==> src/rtl/puf_challenge_driver.sv <==
// puf_challenge_driver: LFSR-driven arbiter PUF initiator; launches races, samples responses, packs a response word.
// Ports: clk, rst_n (sync, active low); start/seed_load/seed from controller;
// in0/in1/control to the arbiter; arb_out/arb_out_inv back from it (async);
// busy/done/response/err_count to the controller.
module puf_challenge_driver #(
  parameter int CHAL_W = 128,
  parameter int RESP_BITS = 32,
  parameter int SETTLE_CYC = 8,
  parameter logic [CHAL_W-1:0] SEED = 128'hc71f2e46cc9dc3bfdd47048bc4bdce79
) (
  input  logic                 clk,
  input  logic                 rst_n,
  input  logic                 start,
  input  logic                 seed_load,
  input  logic [CHAL_W-1:0]    seed,
  output logic                 in0,
  output logic                 in1,
  output logic [CHAL_W-1:0]    control,
  input  logic                 arb_out,
  input  logic                 arb_out_inv,
  output logic                 busy,
  output logic                 done,
  output logic [RESP_BITS-1:0] response,
  output logic [7:0]           err_count
);
  localparam int CW = $clog2(SETTLE_CYC);
  typedef enum logic [2:0] {IDLE, SETUP, LAUNCH, SAMPLE, RELAX, DONE} state_t;
  state_t state_q, state_d;
  logic [CW-1:0] cnt_q, cnt_d;
  logic [5:0] bit_q, bit_d;
  logic [CHAL_W-1:0] lfsr_q, lfsr_d;
  logic [RESP_BITS-1:0] resp_q, resp_d;
  logic [7:0] err_q, err_d;
  logic [1:0] a_q, ai_q;
  logic in_q, in_d;
  logic cnt_last, bit_last, go, smp;
  assign cnt_last = cnt_q == CW'(SETTLE_CYC - 1);
  assign bit_last = bit_q == 6'(RESP_BITS - 1);
  assign go = state_q == IDLE && start;
  assign smp = state_q == SAMPLE;
  always_ff @(posedge clk)
    if (!rst_n) state_q <= IDLE;
    else state_q <= state_d;
  always_comb begin
    state_d = state_q;
    unique case (state_q)
      IDLE:    state_d = start ? SETUP : IDLE;
      SETUP:   state_d = LAUNCH;
      LAUNCH:  state_d = cnt_last ? SAMPLE : LAUNCH;
      SAMPLE:  state_d = RELAX;
      RELAX:   state_d = cnt_last ? (bit_last ? DONE : SETUP) : RELAX;
      DONE:    state_d = IDLE;
      default: state_d = IDLE;
    endcase
  end
  // in0/in1 come from a flop fed by the next state so the launch lines never glitch
  always_comb begin
    in_d = state_d == LAUNCH || state_d == SAMPLE;
    busy = state_q != IDLE && state_q != DONE;
    done = state_q == DONE;
  end
  always_comb begin
    cnt_d = (state_q == LAUNCH || state_q == RELAX) && state_d == state_q ? cnt_q + CW'(1) : '0;
    bit_d = go ? '0 : state_q == RELAX && state_d == SETUP ? bit_q + 6'd1 : bit_q;
    // an all-zero seed would lock the LFSR, so it is replaced by 1
    lfsr_d = state_q == IDLE && seed_load ? (seed == '0 ? CHAL_W'(1) : seed)
           : smp ? {lfsr_q[126:0], lfsr_q[127] ^ lfsr_q[125] ^ lfsr_q[100] ^ lfsr_q[98]}
           : lfsr_q;
    resp_d = go ? '0 : smp ? {resp_q[RESP_BITS-2:0], a_q[1]} : resp_q;
    err_d = go ? '0 : smp && a_q[1] == ai_q[1] && err_q != 8'hff ? err_q + 8'd1 : err_q;
  end
  always_ff @(posedge clk)
    if (!rst_n) begin
      cnt_q <= '0;
      bit_q <= '0;
      lfsr_q <= SEED;
      resp_q <= '0;
      err_q <= '0;
      a_q <= '0;
      ai_q <= '0;
      in_q <= 1'b0;
    end else begin
      cnt_q <= cnt_d;
      bit_q <= bit_d;
      lfsr_q <= lfsr_d;
      resp_q <= resp_d;
      err_q <= err_d;
      a_q <= {a_q[0], arb_out};
      ai_q <= {ai_q[0], arb_out_inv};
      in_q <= in_d;
    end
  assign in0 = in_q;
  assign in1 = in_q;
  assign control = lfsr_q;
  assign response = resp_q;
  assign err_count = err_q;
endmodule
==> config.mk <==
export PLATFORM = sky130hd
export DESIGN_NAME = puf_challenge_driver
export DESIGN_NICKNAME = d
export VERILOG_FILES = /design/src/rtl/puf_challenge_driver.sv
export SDC_FILE = /design/constraint.sdc
export NUM_CORES = 1
export LEC_CHECK = 0
export CORE_UTILIZATION = 30
export DETAILED_ROUTE_END_ITERATION = 10
export DONT_BUFFER_PORTS = 1
export SETUP_SLACK_MARGIN = 0.5
export SLEW_MARGIN = 0
export SYNTH_ARGS = -nofsm -noshare
export SYNTH_HDL_FRONTEND = slang
export SYNTH_SLANG_ARGS = --single-unit
==> constraint.sdc <==
create_clock -name clk -period 3.3 [get_ports clk]
set_input_delay 0.99 -clock clk [delete_from_list [all_inputs] [get_ports clk]]
set_output_delay 0.99 -clock clk [all_outputs]
set_load 0.1 [all_outputs]
; After elaboration in Yosys (flattened, before gate mapping)
; Cells that the tools add are included.
[word_totals]
reg_bits = 185
latch_bits = 0
ram_bits = 0
rom_bits = 0
input_bits = 134
out_inout_bits = 172
word_cells = 53
memories = 0
[op_classes]
add_sub_neg = 3
n_mul = 0
div = 0
order_cmp = 0
eq_ne = 14
shift = 0
mux = 8
bitwise_logic = 4
reduce_logical = 15
[op_table]
columns = op, n
row1 = $mux W128, 3
row2 = $logic_not A128 Y1, 1
row3 = $pmux W3 S5, 1
row4 = $eq A3 B2 Y1 const B, 4
row5 = $eq A3 B3 Y1 const B, 3
row6 = $add A8 B1 Y8 const B, 1
row7 = $ne A8 B8 Y1 const B, 1
row8 = $logic_and A1 B1 Y1, 7
row9 = $add A6 B1 Y6 const B, 1
row10 = $eq A3 B1 Y1 const B, 2
row11 = $eq A6 B5 Y1 const B, 1
row12 = $mux W3, 2
row13 = $add A3 B1 Y3 const B, 1
row14 = $eq A3 B3 Y1, 1
row15 = $logic_not A3 Y1, 1
row16 = $ne A3 B3 Y1 const B, 1
row17 = $reduce_bool A3 Y1, 1
row18 = $xor A1 B1 Y1, 3
row19 = $logic_or A1 B1 Y1, 2
row20 = $mux W1, 2
row21 = $reduce_and A2 Y1, 1
row22 = $reduce_bool A2 Y1, 1
row23 = $reduce_or A2 Y1, 1
row24 = $eq A1 B1 Y1, 1
row25 = $not A1 Y1, 1

; Depth between registers and ports, before layout
[depth]
ltp_word = 7
mapped_depth = 8
ltp_nobuf = 6

; Worst setup path after synthesis
; OpenSTA, ideal clock, no wires.
[synth_timing]
path_type = register -> output
from = reg in_q (netlist: in0)
to = out in1
arrival_time_ps = 1356
required_ps = 2310
path_slack_ps = 954
stages_incl_launch_ff = 2
n_path_buf = 1
path_cell_list = dfxtp_1 > buf_4
[synth_lines]
columns = element, line
row1 = start: declaration, 35  ; logic in_q, in_d;
row2 = start signal: assignment, 90  ; in_q <= in_d;
row3 = end: declaration, 17  ; output logic in1,
; No word-level cell between the ends.

; Worst setup path after layout
[layout_timing]
from = reg state_q[1]
to = out done
[layout_via]
elab_chain_cells = 1
[layout_lines]
columns = element, line
row1 = start: declaration, 28  ; state_t state_q, state_d;
row2 = start signal: assignment, 43  ; else state_q <= state_d;
row3 = $eq A3 B3 Y1, 60  ; done = state_q == DONE;
row4 = end: declaration, 22  ; output logic done,
; Every way passes these cells.

==> metrics.cfg <==
[status]
status=finished, final reports clean

[sta]
drv_slew=0
finalSetupViolCount=0
finalCriticalPeriod_ps=2606
worst_pin_slew_ps=1048
fmax_ghz=0.3837
clock_skew_ps=13.78
finalCritPeriodShare_pct=78.97
hold_violations=0
setup-tns-final_ps=0
rsz0062_at_grt=no
slew_headroom_pct=30.06

[cts]
cts_buffer_depth=2
h-tree-depth=4
cts_sinks=185
cts_tree=built
root_buffer=clkbuf_16
ctsResizeCount=0
post-cts-setup-buffers=0
numCtsBuffers=17
cts_hold_buffers=0
cts.clk_slew.worst_paths_ps=80
clkLatencyLatePin_ps=430

[drt]
routedWlPerCell_um=18.90
drc_errors=0
routed_wl_mm=24.09
via_per_inst=5.385
vias=6866
drtPass1Iterations=5
antenna_left=0
drt_iter0_markers=530

[floorplanning]
io_pins=306
dieArea_um2=25960
rows=57
initial_core_util_pct=30.87
die_h_um=161.1
die_x_um=161.1
core_um2=24600

[global_route]
antenna_found_initial=0
grt_pass1_wl_mm=36.96
grt_pass1_vias=6534
grt_overflow=0
grt_usage_pct=18.03
grt_max_degree=138

[cells_and_area]
drive_gt1_share_pct=14.20
area_growth_pct=18.32
diodes=0
stdcell_count=1275
final_net_count=1076
fin_util_pct=36.53

[worst_setup_path]
worstPathRequired_ps=2310
crit_chain=inv_1 > and3_1 > buf_4
critPathMaxFanout=8
start_kind=flip-flop
critPathKind=reg -> out
cp-end-kind=output pin
cpPeakStageDelay_ps=630
arrival_ps=1620
worst_path_max_delay_cell=dfxtp_1

[logic_synthesis]
async_reset_ff_share_pct=0
synth_cell_types=39
yosysWarnings=0
avgSynthCellArea_um2=8.421
synthFlopType=dfxtp_1
ys_seq_elements=185
ys_seq_area_share_pct=48.76
netlist_instances=902
synth_fp_nets=1040
synth-edff-count=0
synthesis.area_um2=7596

[power]
p_per_area_nw_per_um2=765.5
ir_drop_mv=0.2963
p_leak_uw=0.003384
total_power_uw=6880

[worst_hold_path]
hold_class=reg -> reg

[placement]
place.gp.congestion=0.8242
dp.cells=1243
place_hpwl_mm=16.49
port_buffers=0

[run]
drv_cap=0

-- per-stage QoR --
| step | hold slack, ps | setup slack [ps] | area (um^2) |
|---|---|---|---|
| floorplan | 405.6 | 953.8 | 7596 |
| global placement | 417.7 | 543.6 | 8379 |
| detailed placement | 424.3 | 555.2 | 8379 |
| CTS | 439.0 | 672.5 | 8987 |
| global route | 457.3 | 593.3 | 8987 |
| finish | 434.4 | 693.9 | 8987 |
-- cell usage after synthesis (2+ instances only) --
master | instances | area share (%)
nor3_2 | 3 | 0.40
ha_1 | 4 | 0.66
mux2i_1 | 3 | 0.40
nor3b_1 | 2 | 0.20
nand2_1 | 214 | 11
buf_4 | 6 | 0.59
buf_2 | 24 | 1.6
xor2_1 | 9 | 1.0
nor2_1 | 129 | 6.4
o221ai_1 | 57 | 6.6
a21oi_1 | 35 | 2.3
xnor2_1 | 9 | 1.0
nor4_1 | 35 | 2.9
inv_1 | 2 | 0.099
a221o_1 | 42 | 5.5
nand2b_1 | 2 | 0.16
nand3_1 | 32 | 2.1
o21ai_0 | 2 | 0.13
nand4_1 | 38 | 3.1
buf_1 | 9 | 0.44
and3_1 | 2 | 0.16
and2_1 | 9 | 0.74
clkbuf_1 | 31 | 1.5
dfxtp_1 | 185 | 49
buf_6 | 4 | 0.59
-- cell usage in the layout, fill, tap and decap left out, drive strengths merged, types with 2 or more instances in the layout --
cell type	n
a21oi	35
a221o	42
and2	9
and3	2
buf	91
bufinv	2
clkbuf	18
clkinv	5
dfxtp	185
ha	4
inv	9
mux2i	3
nand2	214
nand2b	2
nand3	32
nand4	38
nor2	131
nor3	4
nor3b	3
nor4	35
o211ai	2
o21ai	2
o221ai	57
xnor2	9
xor2	9
-- worst max-delay path, delay by kind of cell, from the launching register on --
family | cells | cell delay, ps
AND/OR/NAND/NOR | 1 | 190
buffers and inverters | 2 | 370
flip-flops | 1 | 630
-- final timing paths --
path         depth (start not counted)                   from  slack, ps                       end
max                                  3  state_q[1]$_SDFF_PN0_        690                      done
min                                  1    cnt_q[0]$_SDFF_PN0_        430       cnt_q[0]$_SDFF_PN0_
max reg2reg                          6  state_q[2]$_SDFF_PN0_       1130  control[36]$_SDFFE_PN0P_
min reg2reg                          1    cnt_q[0]$_SDFF_PN0_        430       cnt_q[0]$_SDFF_PN0_
-- cell type report --
class                      instances  area (um^2)
clock buffer                      18        429.2
clock inverter                    14        178.9
fill                            2558        15620
inverter                           2        7.507
multi-input combinational        641         3541
sequential                       185         3705
tap                              324        405.4
timing repair buffer              91        720.7
-- cells by family after synthesis --
kind of cell,Yosys count,synth area share [%]
AOI/OAI and AO/OA,142,15.45
muxes,3,0.3953
xor gates and xnor gates,18,2.076
buffers and inverters,76,4.843
adders and majority gates,4,0.6589
and+or+nand+nor,474,27.82
DFF,185,48.76
-- power by group --
group          internal (uW)  total [uW]  switching [uW]
Sequential              2430        3770            1340
Clock                   1150        2120             965
Combinational            346         995             649
Total                   3930        6880            2950
-- routing by layer --
metal | global-route usage (%) | routed length [um] | vias to the layer above
met3 | 6.266 | 2084 | 34
met1 | 22.22 | 9924 | 3246
li1 | - | - | 3296
met2 | 28.90 | 11560 | 290
met5 | 0 | 0 | -
met4 | 6.732 | 528 | 0
-- state kept, by name, indices dropped and copies added, names as in the netlist --
| name | count |
|---|---|
| ai_q | 2 |
| bit_q | 6 |
| state_q | 3 |
| control | 128 |
| response | 32 |
| cnt_q | 3 |
| in0 | 1 |
| err_count | 8 |
| a_q | 2 |
Power figures use the tool's default switching activity.
==> edit 1 (config.mk and constraints unchanged) <==
`RESP_BITS`: 32 -> 64.
--- a/src/rtl/puf_challenge_driver.sv
+++ b/src/rtl/puf_challenge_driver.sv
@@ -5,5 +5,5 @@
 module puf_challenge_driver #(
   parameter int CHAL_W = 128,
-  parameter int RESP_BITS = 32,
+  parameter int RESP_BITS = 64,
   parameter int SETTLE_CYC = 8,
   parameter logic [CHAL_W-1:0] SEED = 128'hc71f2e46cc9dc3bfdd47048bc4bdce79
Interface: changed (resized response); port bits go from 306 to 338. No check against the original RTL was run, so the function may have changed too.
==> edit 1 against the unedited design <==
- sequential cell count increased by 32
- count of clock-buffer cells in the layout increased by 19
- power increased by 16%
- design area increased by 16%
- via count increased by 14%
- utilization increased by 0.59 points
- wire length increased by 19%
- worst setup slack got worse by 24 ps
- critical path depth decreased by 1
- clock skew decreased by 2.7 ps
- clock power increased by 33%
- synthesized area increased by 14%
- die area increased by 14%
==> edit 1: results <==
{
  "crit_fanout": 11,
  "io_buffers": 0,
  "place_congestion": 0.829,
  "yosys_warnings": 0,
  "holdCritPathClass": "register to register",
  "yosys_most_used_dff": "dfxtp_1",
  "antenna_found_initial": 0,
  "cp.arrival_ps": 1640,
  "path_delay_family": "flip-flops",
  "pre_cts_slack_ps": 355,
  "syn-num-nets": 1180,
  "cts_resized": 0,
  "postCtsSetupBuffers": 0,
  "grt_max_degree": 138,
  "antenna_cells": 0,
  "final_nets": 1222,
  "largest_reg_flops": 128,
  "cts_buffers": 25,
  "ys_seq_area_frac": 0.501,
  "vdd_drop_max_mv": 0.471,
  "leakagePower_nw": 3.88,
  "critPathMaxStageDelay_ps": 600,
  "skew_ps": 11.1,
  "r2r_start": "state_q[2]",
  "hp-start": "ai_q[0]",
  "drt_iter0_drc": 557,
  "setup.worst_path.start": "state_q[2]",
  "netlist_top_cells_count": "nand2_1, dfxtp_1, nor2_1",
  "fillers": 2919,
  "internal_power_mw": 4.89,
  "grt_pass1_wl_mm": 41.3,
  "clkTransAtPathRegs_ps": 60,
  "track_usage": 0.179,
  "drive_gt1_frac": 0.139,
  "post-dp-hpwl_mm": 19.4,
  "synthArstFlopShare": 0,
  "grt_pass1_vias": 7186,
  "outcome": "finished, final reports clean",
  "slowest_stage": "dfxtp_1",
  "clock_latency_ps": 520,
  "drt_pre_antenna_iters": 5,
  "htree_levels": 1,
  "synth.distinct_cells": 36,
  "max_slew_margin": 0.282,
  "wl_per_cell_um": 19.3,
  "vias": 7825,
  "synth_edf_count": 0,
  "synthTopCellsByArea": "dfxtp_1, nand2_1, o221ai_1",
  "cts_root_buffer": "clkbuf_16",
  "cts_buffer_depth": 3
}
edit 1: final timing paths:
check	to	slack [ps]	depth (start not counted)
hold reg to reg	ai_q[1]	430	1
hold / removal	ai_q[1]	430	1
setup reg to reg	control[111]	1130	5
setup / recovery	done	670	2
edit 1: layout make-up:
| class | count | share of cell area |
|---|---|---|
| Inverter | 3 | 0.00108 |
| Sequential cell | 217 | 0.417 |
| Clock inverter | 7 | 0.00852 |
| Tap cell | 378 | 0.0454 |
| Timing Repair Buffer | 100 | 0.0792 |
| Clock buffer | 37 | 0.0730 |
| Multi-Input combinational cell | 737 | 0.376 |
edit 1: power by group through the flow:
stage | sequential [mW] | combinational (mW) | clock, mW
final | 4.22 | 0.940 | 2.83
after global routing | 4.24 | 1.02 | 3.01
after CTS | 4.22 | 0.947 | 2.91
after detailed placement | 4.27 | 0.945 | 0
after global placement | 4.27 | 0.937 | 0
after floorplan | 4.38 | 0.522 | 0
edit 1: metal layers:
layer / share of wire / wire [um] / track usage
met5: 0 / 0 / 0
met3: 0.099 / 2830 / 0.0581
met4: 0.034 / 970 / 0.0669
met2: 0.47 / 13300 / 0.302
met1: 0.40 / 11500 / 0.212
edit 1: worst reg2reg max path, cell delays in order, from the launching register on:
cell,delay [ps]
dfxtp_1,600
nor3_2,140
nand2_4,280
buf_4,670
o221ai_1,250
nor2_1,160
edit 1: logic make-up after synthesis:
| logic type | after synthesis | synth area share |
|---|---|---|
| xor gates and xnor gates | 19 | 0.0192 |
| adders and majority gates | 4 | 0.00577 |
| muxes | 3 | 0.00346 |
| and+or+nand+nor | 540 | 0.270 |
| AOI/OAI and AO/OA | 171 | 0.152 |
| DFF | 217 | 0.501 |
| buffers and inverters | 88 | 0.0499 |
edit 1: stage by stage:
| step | hold WS, ps | cell area, um^2 | std cells |
|---|---|---|---|
| global route | 465 | 10400 | 1479 |
| global placement | 421 | 9580 | 1435 |
| detailed placement | 422 | 9580 | 1435 |
| finish | 432 | 10400 | 1479 |
| floorplan | 406 | 8680 | 1042 |
| CTS | 435 | 10400 | 1479 |
==> edit 2 (config.mk and constraints unchanged) <==
Made on the original files. Add an input register stage for `start`, `seed_load`, `seed`, `arb_out` and `arb_out_inv`, cleared by the reset; this delays them by one clock.
--- a/src/rtl/puf_challenge_driver.sv
+++ b/src/rtl/puf_challenge_driver.sv
@@ -26,4 +26,27 @@
   localparam int CW = $clog2(SETTLE_CYC);
   typedef enum logic [2:0] {IDLE, SETUP, LAUNCH, SAMPLE, RELAX, DONE} state_t;
+
+  logic start_q;
+  logic seed_load_q;
+  logic [CHAL_W-1:0] seed_q;
+  logic arb_out_q;
+  logic arb_out_inv_q;
+
+  always_ff @(posedge clk) begin
+    if (!rst_n) begin
+      start_q       <= '0;
+      seed_load_q   <= '0;
+      seed_q        <= '0;
+      arb_out_q     <= '0;
+      arb_out_inv_q <= '0;
+    end else begin
+      start_q       <= start;
+      seed_load_q   <= seed_load;
+      seed_q        <= seed;
+      arb_out_q     <= arb_out;
+      arb_out_inv_q <= arb_out_inv;
+    end
+  end
+
   state_t state_q, state_d;
   logic [CW-1:0] cnt_q, cnt_d;
@@ -37,5 +60,5 @@
   assign cnt_last = cnt_q == CW'(SETTLE_CYC - 1);
   assign bit_last = bit_q == 6'(RESP_BITS - 1);
-  assign go = state_q == IDLE && start;
+  assign go = state_q == IDLE && start_q;
   assign smp = state_q == SAMPLE;
   always_ff @(posedge clk)
@@ -45,5 +68,5 @@
     state_d = state_q;
     unique case (state_q)
-      IDLE:    state_d = start ? SETUP : IDLE;
+      IDLE:    state_d = start_q ? SETUP : IDLE;
       SETUP:   state_d = LAUNCH;
       LAUNCH:  state_d = cnt_last ? SAMPLE : LAUNCH;
@@ -64,5 +87,5 @@
     bit_d = go ? '0 : state_q == RELAX && state_d == SETUP ? bit_q + 6'd1 : bit_q;
     // an all-zero seed would lock the LFSR, so it is replaced by 1
-    lfsr_d = state_q == IDLE && seed_load ? (seed == '0 ? CHAL_W'(1) : seed)
+    lfsr_d = state_q == IDLE && seed_load_q ? (seed_q == '0 ? CHAL_W'(1) : seed_q)
            : smp ? {lfsr_q[126:0], lfsr_q[127] ^ lfsr_q[125] ^ lfsr_q[100] ^ lfsr_q[98]}
            : lfsr_q;
@@ -86,6 +109,6 @@
       resp_q <= resp_d;
       err_q <= err_d;
-      a_q <= {a_q[0], arb_out};
-      ai_q <= {ai_q[0], arb_out_inv};
+      a_q <= {a_q[0], arb_out_q};
+      ai_q <= {ai_q[0], arb_out_inv_q};
       in_q <= in_d;
     end
Check against the original RTL: not equivalent (a bounded check fails within 4 cycles, from zero or initial values and one cycle with rst_n low).
==> edit 2 against the unedited design <==
- design area is 47% higher
- synthesized area up 45%
- power grew 40%
- via count increased by 24%
- sequential power grew 30%
- critical path depth unchanged
- global-route usage fell by 0.89 points
- sequential cell count rose by 132
- worst setup slack better by 15 ps
- die area grew 45%
- count of clock-buffer cells in the layout up 32
- wire length increased by 37%
- combinational power down 13%
==> edit 2: results <==
{
  "clock_latency_ps": 520,
  "synth.distinct_cells": 37,
  "vias": 8524,
  "place_congestion": 0.813,
  "wl_met1_mm": 14.4,
  "skew_ps": 12.6,
  "clkTransAtPathRegs_ps": 60,
  "cts_resized": 0,
  "syn-num-nets": 1293,
  "dp.cells": 1643,
  "grt_pass1_wl_mm": 50.2,
  "leakagePower_nw": 5.11,
  "ys_seq_area_frac": 0.575,
  "grt_pass1_vias": 8210,
  "synthTopCellsByArea": "dfxtp_1, and2_1, nand2_1",
  "track_usage": 0.171,
  "cp.arrival_ps": 1600,
  "drt_iter0_drc": 494,
  "critPathMaxStageDelay_ps": 520,
  "netlist_top_cells_count": "dfxtp_1, nand2_1, and2_1",
  "final_nets": 1358,
  "routed.top_layer": "met4",
  "via_per_inst": 4.98,
  "postCtsSetupBuffers": 0,
  "met2_wirelength_mm": 15.1,
  "cts_buffers": 36,
  "wl_met3_mm": 2.71,
  "setup_tns_ps": 0,
  "pre_cts_slack_ps": 750,
  "grt_max_degree": 271,
  "drive_gt1_frac": 0.141,
  "max_slew_margin": 0.215,
  "vdd_drop_max_mv": 0.355,
  "path_delay_family": "flip-flops",
  "synthCells": 1155,
  "post-dp-hpwl_mm": 22.0,
  "htree_levels": 2,
  "cts_buffer_depth": 3,
  "antenna_found_initial": 7,
  "wl_per_cell_um": 19.4,
  "outcome": "finished, final reports clean"
}
==> edit 2: area by class of cell <==
class | instances | area [um^2]
inverters | 3 | 11.3
fillers | 3606 | 22700
clock buffers | 50 | 1030
multi-input cells | 748 | 4290
well taps | 461 | 577
diodes | 8 | 20.0
repair buffers | 114 | 868
flip-flops and latches | 317 | 6350
clock inverters | 9 | 103
==> edit 2: final timing paths <==
path	slack, ps	to	depth (start not counted)	from
worst min-delay path	430	ai_q[1]	1	ai_q[0]
worst min register to register	430	ai_q[1]	1	ai_q[0]
worst max-delay path	710	done	3	state_q[1]
worst max register to register	770	control[35]	5	state_q[2]
==> edit 2: cells by family after synthesis <==
family	after synthesis	share of synthesized area
buffers and inverters	90	0.0379
AND/OR/NAND/NOR	552	0.235
XOR/XNOR	16	0.0127
flip-flops	317	0.575
AO/OA/AOI/OAI	173	0.132
multiplexers	3	0.00272
adder cells (fa/ha/maj)	4	0.00453
==> edit 2: routing by layer <==
| layer | vias up | GRT usage |
|---|---|---|
| met2 | 311 | 0.265 |
| li1 | 4121 | - |
| met3 | 47 | 0.0532 |
| met4 | 0 | 0.0764 |
| met1 | 4045 | 0.219 |
| met5 | - | 0 |
==> edit 2: stage by stage <==
step | cell area (um^2) | util | hold slack, ps
finish | 13300 | 0.369 | 430
global route | 13300 | 0.369 | 440
detailed placement | 12100 | 0.337 | 417
global placement | 12100 | 0.337 | 414
floorplan | 11000 | - | 406
CTS | 13200 | 0.368 | 430
==> edit 2: power breakdown <==
group	total (mW)	leakage, nW	switching, mW	internal (mW)
clock network	3.87	0.563	1.54	2.33
logic	0.865	1.93	0.558	0.307
registers	4.91	2.62	0.860	4.05
total	9.64	5.11	2.96	6.69
